### src/rtl/range_slice_arbiter.sv
// range_slice_arbiter
//   Round-robin arbiter in front of one shared bit-range extraction datapath.
//   The granted requester's word and [msb:lsb] are latched and the range is
//   validated. The word is then shifted right one bit per cycle, lsb times,
//   and masked to msb-lsb+1 bits. The right-justified slice comes back with a
//   one-cycle ack to that requester.
//
//   Optional build macro: RANGE_SWAP_EN
//     When defined, msb<lsb is accepted and the two indices are swapped.
//     When undefined, msb<lsb is reported as a range error.
//
// Ports
//   clk       clock, posedge
//   rst       synchronous reset, active low
//   req       per-requester request level, held until ack
//   req_data  requester i word at [i*DW +: DW]
//   req_msb   requester i msb at [i*IDXW +: IDXW]
//   req_lsb   requester i lsb at [i*IDXW +: IDXW]
//   ack       one-hot one-cycle pulse, coincident with rvalid
//   busy      high while a transaction occupies CHECK..DONE
//   rvalid    one-cycle result strobe
//   rdata     right-justified slice, held until the next result
//   rerr      range error flag, valid with rvalid, held like rdata
//   rid       index of the requester being served, held until next grant
module range_slice_arbiter #(
  parameter int NREQ = 4,
  parameter int DW   = 32,
  parameter int IDXW = 6
) (
  input  logic                    clk,
  input  logic                    rst,
  input  logic [NREQ-1:0]         req,
  input  logic [NREQ*DW-1:0]      req_data,
  input  logic [NREQ*IDXW-1:0]    req_msb,
  input  logic [NREQ*IDXW-1:0]    req_lsb,
  output logic [NREQ-1:0]         ack,
  output logic                    busy,
  output logic                    rvalid,
  output logic [DW-1:0]           rdata,
  output logic                    rerr,
  output logic [$clog2(NREQ)-1:0] rid
);
  localparam int RIDW = $clog2(NREQ);
  localparam logic [IDXW:0]   DWV  = (IDXW+1)'(DW);
  localparam logic [IDXW:0]   DWM1 = (IDXW+1)'(DW-1);
  localparam logic [DW-1:0]   ONES = '1;

  typedef struct packed {
    logic [DW-1:0]   data;
    logic [IDXW-1:0] msb;
    logic [IDXW-1:0] lsb;
  } rq_t;

  typedef enum logic [2:0] {S_IDLE, S_CHECK, S_SHIFT, S_MASK, S_DONE} state_t;

  rq_t [NREQ-1:0] rq;

  genvar g;
  generate
    for (g = 0; g < NREQ; g++) begin : g_unpack
      assign rq[g].data = req_data[g*DW +: DW];
      assign rq[g].msb  = req_msb[g*IDXW +: IDXW];
      assign rq[g].lsb  = req_lsb[g*IDXW +: IDXW];
    end
  endgenerate

  state_t          state_q, state_d;
  logic [RIDW-1:0] ptr;
  logic [DW-1:0]   work;
  logic [IDXW-1:0] msb_q, lsb_q, cnt;
  logic            err_q;

  // Arbitration: first eligible requester at or after ptr, wrapping.
  // The requester being acked this cycle is still holding req, so it is
  // masked out here; it only competes again if req is still high next cycle.
  logic [NREQ-1:0] elig;
  logic            gnt_any;
  logic [RIDW-1:0] gnt_idx, cand;
  int              j;

  assign elig = req & ~ack;

  always_comb begin
    gnt_any = 1'b0;
    gnt_idx = '0;
    cand    = '0;
    j       = 0;
    // descending scan so the closest candidate to ptr is written last
    for (int k = NREQ-1; k >= 0; k--) begin
      j = int'(ptr) + k;
      if (j >= NREQ) j = j - NREQ;
      cand = RIDW'(j);
      if (elig[cand]) begin
        gnt_any = 1'b1;
        gnt_idx = cand;
      end
    end
  end

  // Range checks on the latched indices (valid in CHECK)
  logic            msb_bad, lsb_bad, inv, swap, bad;
  logic [IDXW-1:0] lo;
  logic [IDXW:0]   span, msh;
  logic [DW-1:0]   mask;

  always_comb begin
    msb_bad = {1'b0, msb_q} >= DWV;
    lsb_bad = {1'b0, lsb_q} >= DWV;
    inv     = msb_q < lsb_q;
`ifdef RANGE_SWAP_EN
    swap    = inv;
    bad     = msb_bad | lsb_bad;
`else
    swap    = 1'b0;
    bad     = msb_bad | lsb_bad | inv;
`endif
    lo      = swap ? msb_q : lsb_q;
    // width-1 = msb-lsb, so shifting all-ones right by DW-1-(msb-lsb)
    // yields exactly width ones; full width is a shift of zero
    span    = {1'b0, msb_q} - {1'b0, lsb_q};
    msh     = DWM1 - span;
    mask    = ONES >> msh;
  end

  always_comb begin
    state_d = state_q;
    case (state_q)
      S_IDLE:  if (gnt_any) state_d = S_CHECK;
      S_CHECK: begin
        if (bad)           state_d = S_DONE;
        else if (lo == '0) state_d = S_MASK;
        else               state_d = S_SHIFT;
      end
      S_SHIFT: if (cnt == IDXW'(1)) state_d = S_MASK;
      S_MASK:  state_d = S_DONE;
      S_DONE:  state_d = S_IDLE;
      default: state_d = S_IDLE;
    endcase
  end

  always_ff @(posedge clk) begin
    if (!rst) begin
      state_q <= S_IDLE;
      ptr     <= '0;
      work    <= '0;
      msb_q   <= '0;
      lsb_q   <= '0;
      cnt     <= '0;
      err_q   <= 1'b0;
      ack     <= '0;
      rvalid  <= 1'b0;
      rdata   <= '0;
      rerr    <= 1'b0;
      rid     <= '0;
    end else begin
      state_q <= state_d;
      ack     <= '0;
      rvalid  <= 1'b0;
      case (state_q)
        S_IDLE: if (gnt_any) begin
          work  <= rq[gnt_idx].data;
          msb_q <= rq[gnt_idx].msb;
          lsb_q <= rq[gnt_idx].lsb;
          err_q <= 1'b0;
          rid   <= gnt_idx;
          ptr   <= (gnt_idx == RIDW'(NREQ-1)) ? '0 : gnt_idx + 1'b1;
        end
        S_CHECK: begin
          if (bad) begin
            err_q <= 1'b1;
            work  <= '0;
          end else begin
            cnt <= lo;
            if (swap) begin
              msb_q <= lsb_q;
              lsb_q <= msb_q;
            end
          end
        end
        S_SHIFT: begin
          work <= work >> 1;
          cnt  <= cnt - 1'b1;
        end
        S_MASK: work <= work & mask;
        S_DONE: begin
          rvalid <= 1'b1;
          ack    <= NREQ'(1) << rid;
          rdata  <= work;
          rerr   <= err_q;
        end
        default: ;
      endcase
    end
  end

  assign busy = (state_q != S_IDLE);

endmodule

### config.mk
export PLATFORM = sky130hd
export DESIGN_NAME = range_slice_arbiter
export DESIGN_NICKNAME = d
export VERILOG_FILES = /design/src/rtl/range_slice_arbiter.sv
export SDC_FILE = /design/constraint.sdc
export NUM_CORES = 1
export LEC_CHECK = 0
export CAP_MARGIN = 15
export CORE_ASPECT_RATIO = 2
export CORE_MARGIN = 5
export CORE_UTILIZATION = 49
export CTS_BUF_LIST = sky130_fd_sc_hd__clkbuf_8 sky130_fd_sc_hd__clkbuf_16
export CTS_CLUSTER_SIZE = 24
export DETAILED_ROUTE_END_ITERATION = 12
export PLACE_DENSITY = 0.95
export SETUP_SLACK_MARGIN = 0.5
export SYNTH_ARGS = -nofsm -noshare
export SYNTH_HDL_FRONTEND = slang
export SYNTH_SLANG_ARGS = --single-unit
### constraint.sdc
create_clock -name clk -period 7.17 [get_ports clk]
set_input_delay 1.434 -clock clk [delete_from_list [all_inputs] [get_ports clk]]
set_output_delay 1.434 -clock clk [all_outputs]
set_load 0.005 [all_outputs]
==> results of run 1 <==
[cell families after synthesis]
group	after synthesis	synth area share [%]
AOI/OAI and AO/OA	226	23.72
xor gates and xnor gates	7	1.234
muxes	71	11.77
adders and majority gates	18	3.883
and+or+nand+nor	290	21.54
DFF	96	31.06
buffers and inverters	85	6.795
[layout make-up]
type                            count  area, um^2
Multi-Input combinational cell    612        3857
Fill cell                         978        3811
Timing Repair Buffer              233        2312
Sequential cell                    96        1922
Clock buffer                        9       225.2
Tap cell                          150       187.7
Inverter                           23       86.33
Clock inverter                      7       80.08
[registers in the layout, summed over array words and instances, names as in the netlist]
| name | flops |
|---|---|
| lo | 6 |
| cnt | 6 |
| rerr | 1 |
| rvalid | 1 |
| err_q | 1 |
| rdata | 32 |
| rid | 2 |
| ptr | 2 |
| state_q | 3 |
| msb_q | 6 |
| work | 32 |
| ack | 4 |
[tightest hold or removal path: stages (launching register included)]
cell and delay (ns):
dfxtp_1 0.31, nand2_1 0.05, a21oi_1 0.05
[report_power, final]
part,internal [uW],total [uW],switching [uW]
clock,273,492,219
combinational,854,2290,1440
sequential,692,866,174
[how the worst max path moves through the flow]
stage | from | end | slack, ns
finish | req[0] | work[14] | 2.87
CTS | req[0] | work[14] | 2.90
detailed placement | req[0] | work[14] | 2.55
global route | req[0] | work[26] | 2.66
global placement | req[0] | work[30] | 2.68
floorplan | req[1] | work[7] | 4.17
[layer usage]
layer	vias up	global-route usage, %	part of all wire [%]
met2	394	49.73	52
met3	125	5.212	7.1
met5	-	0	0
li1	3189	-	-
met1	3131	31.32	33
met4	0	17.63	7.6
[through the flow]
step / instances / cell area, um^2 / worst slack (ns) / util, % / total power [uW]
global route: 1130 / 8671 / 2.655 / 69.47 / 3885
global placement: 1113 / 8351 / 2.679 / 66.90 / 3027
floorplan: 793 / 6187 / 4.169 / - / 2482
finish: 1130 / 8671 / 2.869 / 69.47 / 3649
CTS: 1129 / 8656 / 2.897 / 69.35 / 3575
detailed placement: 1113 / 8351 / 2.549 / 66.90 / 3075
[layout by cell type (no fill, tap or decap), drive strengths merged, types with 5 or more instances in the layout]
master	instances
nand2b	9
buf	11
a211oi	20
o21ai	56
dfxtp	96
mux2i	66
inv	24
a221oi	8
nand3	15
a31oi	14
o211ai	9
clkdlybuf4s50	222
nand2	170
and2	16
nor3	11
a311o	12
xnor2	5
ha	16
clkbuf	9
a21oi	75
nor2	37
nor2b	7
==> impl_metrics.toml, run 1 <==
[die]
die_y_um = 168.9
io-pin-count = 223
fp.dieW_um = 89.46
die_area_um2 = 15110
rows = 58
initial_utilization_pct = 49.57
core-area_um2 = 12480

[worst_hold_path]
hp-class = "reg -> reg"
worstHoldStart = "rdata[6]"
min_path_cells = 2
hold_path_end = "rdata[6]"

[critical_path]
required_ns = 7.41
crit_arrival_ns = 4.54
r2r_setup_slack_ns = 3.82
slowest_stage = "buf_4"
cp_slowest_stage_delay_ns = 0.70
crit_fanout = 46
start_kind = "input port"
path_depth = 9
cp_common_cell = "mux2i_1"
path_buf_inv = 2
path_class = "in -> reg"
worst_r2r_endpoint = "work[16]"
rr_startpoint = "msb_q[0]"
cp_cell_sequence = "clkdlybuf4s50_1 > nor2b_4 > a211oi_2 > o32a_2 > buf_4 > mux2i_1 > mux2i_1 > o221ai_1 > o21ai_1"
cpLargestDelayFamily = "compound AO/OA/AOI/OAI gates"
critPathCaptureType = "flop"
rr_worst_depth = 10

[timing]
rsz0062_at_grt = "false"
setup_viol = 0
relSlewSlack_pct = 27.98
fin_crit_sh_pct = 59.99
skew_ns = 0.009715
worst_slew_pin_slew_ns = 1.078
tns_ns = 0
finalHoldViolCount = 0
whs_ns = 0.4541
period_minus_slack_ns = 4.301
max_freq_ghz = 0.2325
drv_slew = 0

[clock_tree]
cts_inserted_buffers = 9
clk_pin_slew_worst_paths_ns = 0.07
cts_max_level = 3
cts-root-buf = "clkbuf_16"
cts_sinks = 96
cts_buffer_depth = 2
cts_resized = 0
insertion_delay_ns = 0.35
postCtsHoldBufs = 0
cts_tree = "done"
cts_setup_buffers = 0

[yosys]
ys_seq_elements = 96
synth_top_area_share_pct = 31.06
yosysMostFrequentCell = "nand2_1"
synthesis.nets = 993
yosysTopAreaCell = "dfxtp_1"
async_reset_ff_share_pct = 0
synth_edf_count = 0
synthTopCellsByArea = "dfxtp_1 (31%), mux2i_1 (11%), nand2_1 (10%), a21oi_1 (6.0%), o21ai_0 (4.2%)"
seq_area_frac_synth_pct = 31.06
ys_types = 68
synth_commonest_cells = "nand2_1 (170), dfxtp_1 (96), a21oi_1 (74), mux2i_1 (66), o21ai_0 (52)"
netlist_instances = 793
netlist_area_um2 = 6187
avgSynthCellArea_um2 = 7.802
ys_warn_count = 0
ys.flop_type = "dfxtp_1"

[drt]
vias_per_cell = 6.052
dr_total_vias = 6839
wl_per_cell_um = 19.49
drc = 0
dr.pass1.iters = 7
drt_iter0_markers = 720
routed_wl_um = 22020
ant_nets = 0

[run_status]
status = "completed"

[grt]
grt_max_degree = 47
grt_usage_pct = 28.79
antenna_found_initial = 0
grt.overflow.total = 0
first_global_vias = 6675
grt_first_pass_wirelength_um = 33930

[placed_design]
gp_congestion = 0.9792
io_buffers = 222
dp_hpwl_um = 16600

[job]
maxCapViolCount = 0

[layout]
area_growth_pct = 40.14
nets = 1175
n_antenna_cell = 0
drive_gt1_share_pct = 5.408

[power_and_ir_drop]
power_leakage_uw = 0.003245
powerDensity_nw_per_um2 = 420.8
ir_worst_vdd_uv = 432.5
Power figures use the tool's default switching activity.
==> run 2: changes to the inputs <==
--- a/config.mk
+++ b/config.mk
@@ -8,11 +8,11 @@
 export CAP_MARGIN = 15
 export CORE_ASPECT_RATIO = 2
 export CORE_MARGIN = 5
-export CORE_UTILIZATION = 49
+export CORE_UTILIZATION = 41
 export CTS_BUF_LIST = sky130_fd_sc_hd__clkbuf_8 sky130_fd_sc_hd__clkbuf_16
 export CTS_CLUSTER_SIZE = 24
 export DETAILED_ROUTE_END_ITERATION = 12
-export PLACE_DENSITY = 0.95
+export PLACE_DENSITY = 0.87
 export SETUP_SLACK_MARGIN = 0.5
 export SYNTH_ARGS = -nofsm -noshare
 export SYNTH_HDL_FRONTEND = slang
==> constraint.sdc (replaced) <==
create_clock -name clk -period 3.9 [get_ports clk]
set_input_delay 0.78 -clock clk [delete_from_list [all_inputs] [get_ports clk]]
set_output_delay 0.78 -clock clk [all_outputs]
set_load 0.005 [all_outputs]
==> impl_metrics.toml, run 2 (synthesized netlist as in run 1, its figures left out) <==
[drt]
ant_nets = 0
routed_wl_um = 21710
dr_total_vias = 6636
dr.pass1.iters = 5
drt_iter0_markers = 341
vias_per_cell = 5.624
drc = 0
wl_per_cell_um = 18.40

[power_and_ir_drop]
power_uw = 6725
powerDensity_nw_per_um2 = 765.5
ir_worst_vdd_uv = 580.8
power_leakage_uw = 0.003282

[die]
core-area_um2 = 14820
fp.dieW_um = 96.87
io-pin-count = 223
die_y_um = 183.7
rows = 63
initial_utilization_pct = 41.75
die_area_um2 = 17800

[timing]
finalHoldViolCount = 0
setup_viol = 0
fin_crit_sh_pct = 78.68
tns_ns = 0
worst_slew_pin_slew_ns = 1.086
relSlewSlack_pct = 27.44
period_minus_slack_ns = 3.068
whs_ns = 0.4526
rsz0062_at_grt = "false"
drv_slew = 0
max_freq_ghz = 0.3259
skew_ns = 0.008546

[critical_path]
r2r_setup_slack_ns = 0.83
crit_arrival_ns = 3.33
required_ns = 4.16
cp_slowest_stage_delay_ns = 0.44
crit_fanout = 11
slowest_stage = "fa_1"
path_class = "reg -> reg"
critPathCaptureType = "flop"
path_buf_inv = 2
cpLargestDelayFamily = "adder cells"
start_kind = "flop"
cp_cell_sequence = "inv_1 > ha_1 > ha_1 > inv_1 > fa_1 > o21ai_0 > xnor2_1 > nand3_2 > nor3_4 > nand3b_1 > a311oi_1"

[grt]
grt.overflow.total = 0
grt_max_degree = 41
grt_first_pass_wirelength_um = 33930
grt_usage_pct = 23.56
first_global_vias = 6582
antenna_found_initial = 0

[layout]
drive_gt1_share_pct = 5.888
layout_common_cells = "clkdlybuf4s50_1 (222), nand2_1 (170), dfxtp_1 (96)"
regArea_um2 = 1922
n_antenna_cell = 0
nFillCells = 1342
multi_input_area_um2 = 3857
final_common_cell = "clkdlybuf4s50_1"
reg.largest.list = "rdata x32, work x32"
nets = 1180
area_growth_pct = 41.98

[clock_tree]
cts-root-buf = "clkbuf_16"
cts_tree = "done"
cts_buffer_depth = 2
insertion_delay_ns = 0.35
cts_max_level = 3
clk_pin_slew_worst_paths_ns = 0.07
cts_inserted_buffers = 9
postCtsHoldBufs = 0
cts_sinks = 96

[worst_hold_path]
hp-class = "reg -> reg"

[placed_design]
gp_congestion = 0.9928
io_buffers = 222
dp_hpwl_um = 17340

[job]
maxCapViolCount = 0

[run_status]
status = "completed"
-- run 2: cell types whose count changed in the layout (fill, tap and decap cells not counted), sizes merged --
cell / previous run / this run
buf: 11 / 16
clkinv: 3 / 4
clkinvlp: 2 / 1
-- run 2: timing repair --
item / in CTS / in global routing
endpoints found under the setup margin: 0 / 1
resized for setup: 0 / 0
setup buffers: 0 / 0
hold endpoints to repair: 0 / 0
-- run 2: worst paths after layout --
check	startpoint	endpoint	depth (start not counted)
worst min-delay path	rdata[16]	rdata[16]	2
worst min register to register	rdata[16]	rdata[16]	2
worst max-delay path	msb_q[1]	work[27]	11
worst max register to register	msb_q[1]	work[27]	11
-- run 2: area by class of cell --
class / instances / area share (%)
clock buffers: 9 / 2.564
clock inverters: 7 / 0.7976
inverters: 23 / 0.9828
multi-input cells: 612 / 43.91
flip-flops and latches: 96 / 21.88
well taps: 195 / 2.777
repair buffers: 238 / 27.09
-- run 2: worst reg2reg max path, stage by stage (launching register included) --
cell      delay (ns)
dfxtp_1         0.33
inv_1           0.09
ha_1            0.31
ha_1            0.20
inv_1           0.07
fa_1            0.44
o21ai_0         0.24
xnor2_1         0.18
nand3_2         0.31
nor3_4          0.42
nand3b_1        0.14
a311oi_1        0.27
-- run 2: metal layers --
metal / track usage [%] / wire length, um / vias to the layer above
li1: - / - / 3194
met1: 23.01 / 7285 / 3096
met2: 46.29 / 12130 / 278
met3: 4.292 / 1218 / 68
met4: 12.04 / 1072 / 0
met5: 0 / 0 / -
-- run 2: power by group --
part	switching (uW)	total, uW	internal [uW]	leakage, uW
sequential	325	1600	1270	0.000786
clock	384	881	497	0.000146
combinational	2610	4250	1630	0.00235
total	3320	6720	3400	0.00328
-- run 2: metrics by stage --
stage                     utilization [%]  worst slack [ns]  instance area (um^2)  instances
after floorplan                         -             1.357                  6187        793
after global placement              57.29            0.7671                  8489       1164
after detailed placement            57.29            0.7058                  8489       1164
after CTS                           59.28            0.8447                  8785       1180
after global routing                59.28            0.5493                  8785       1180
final                               59.28            0.8315                  8785       1180
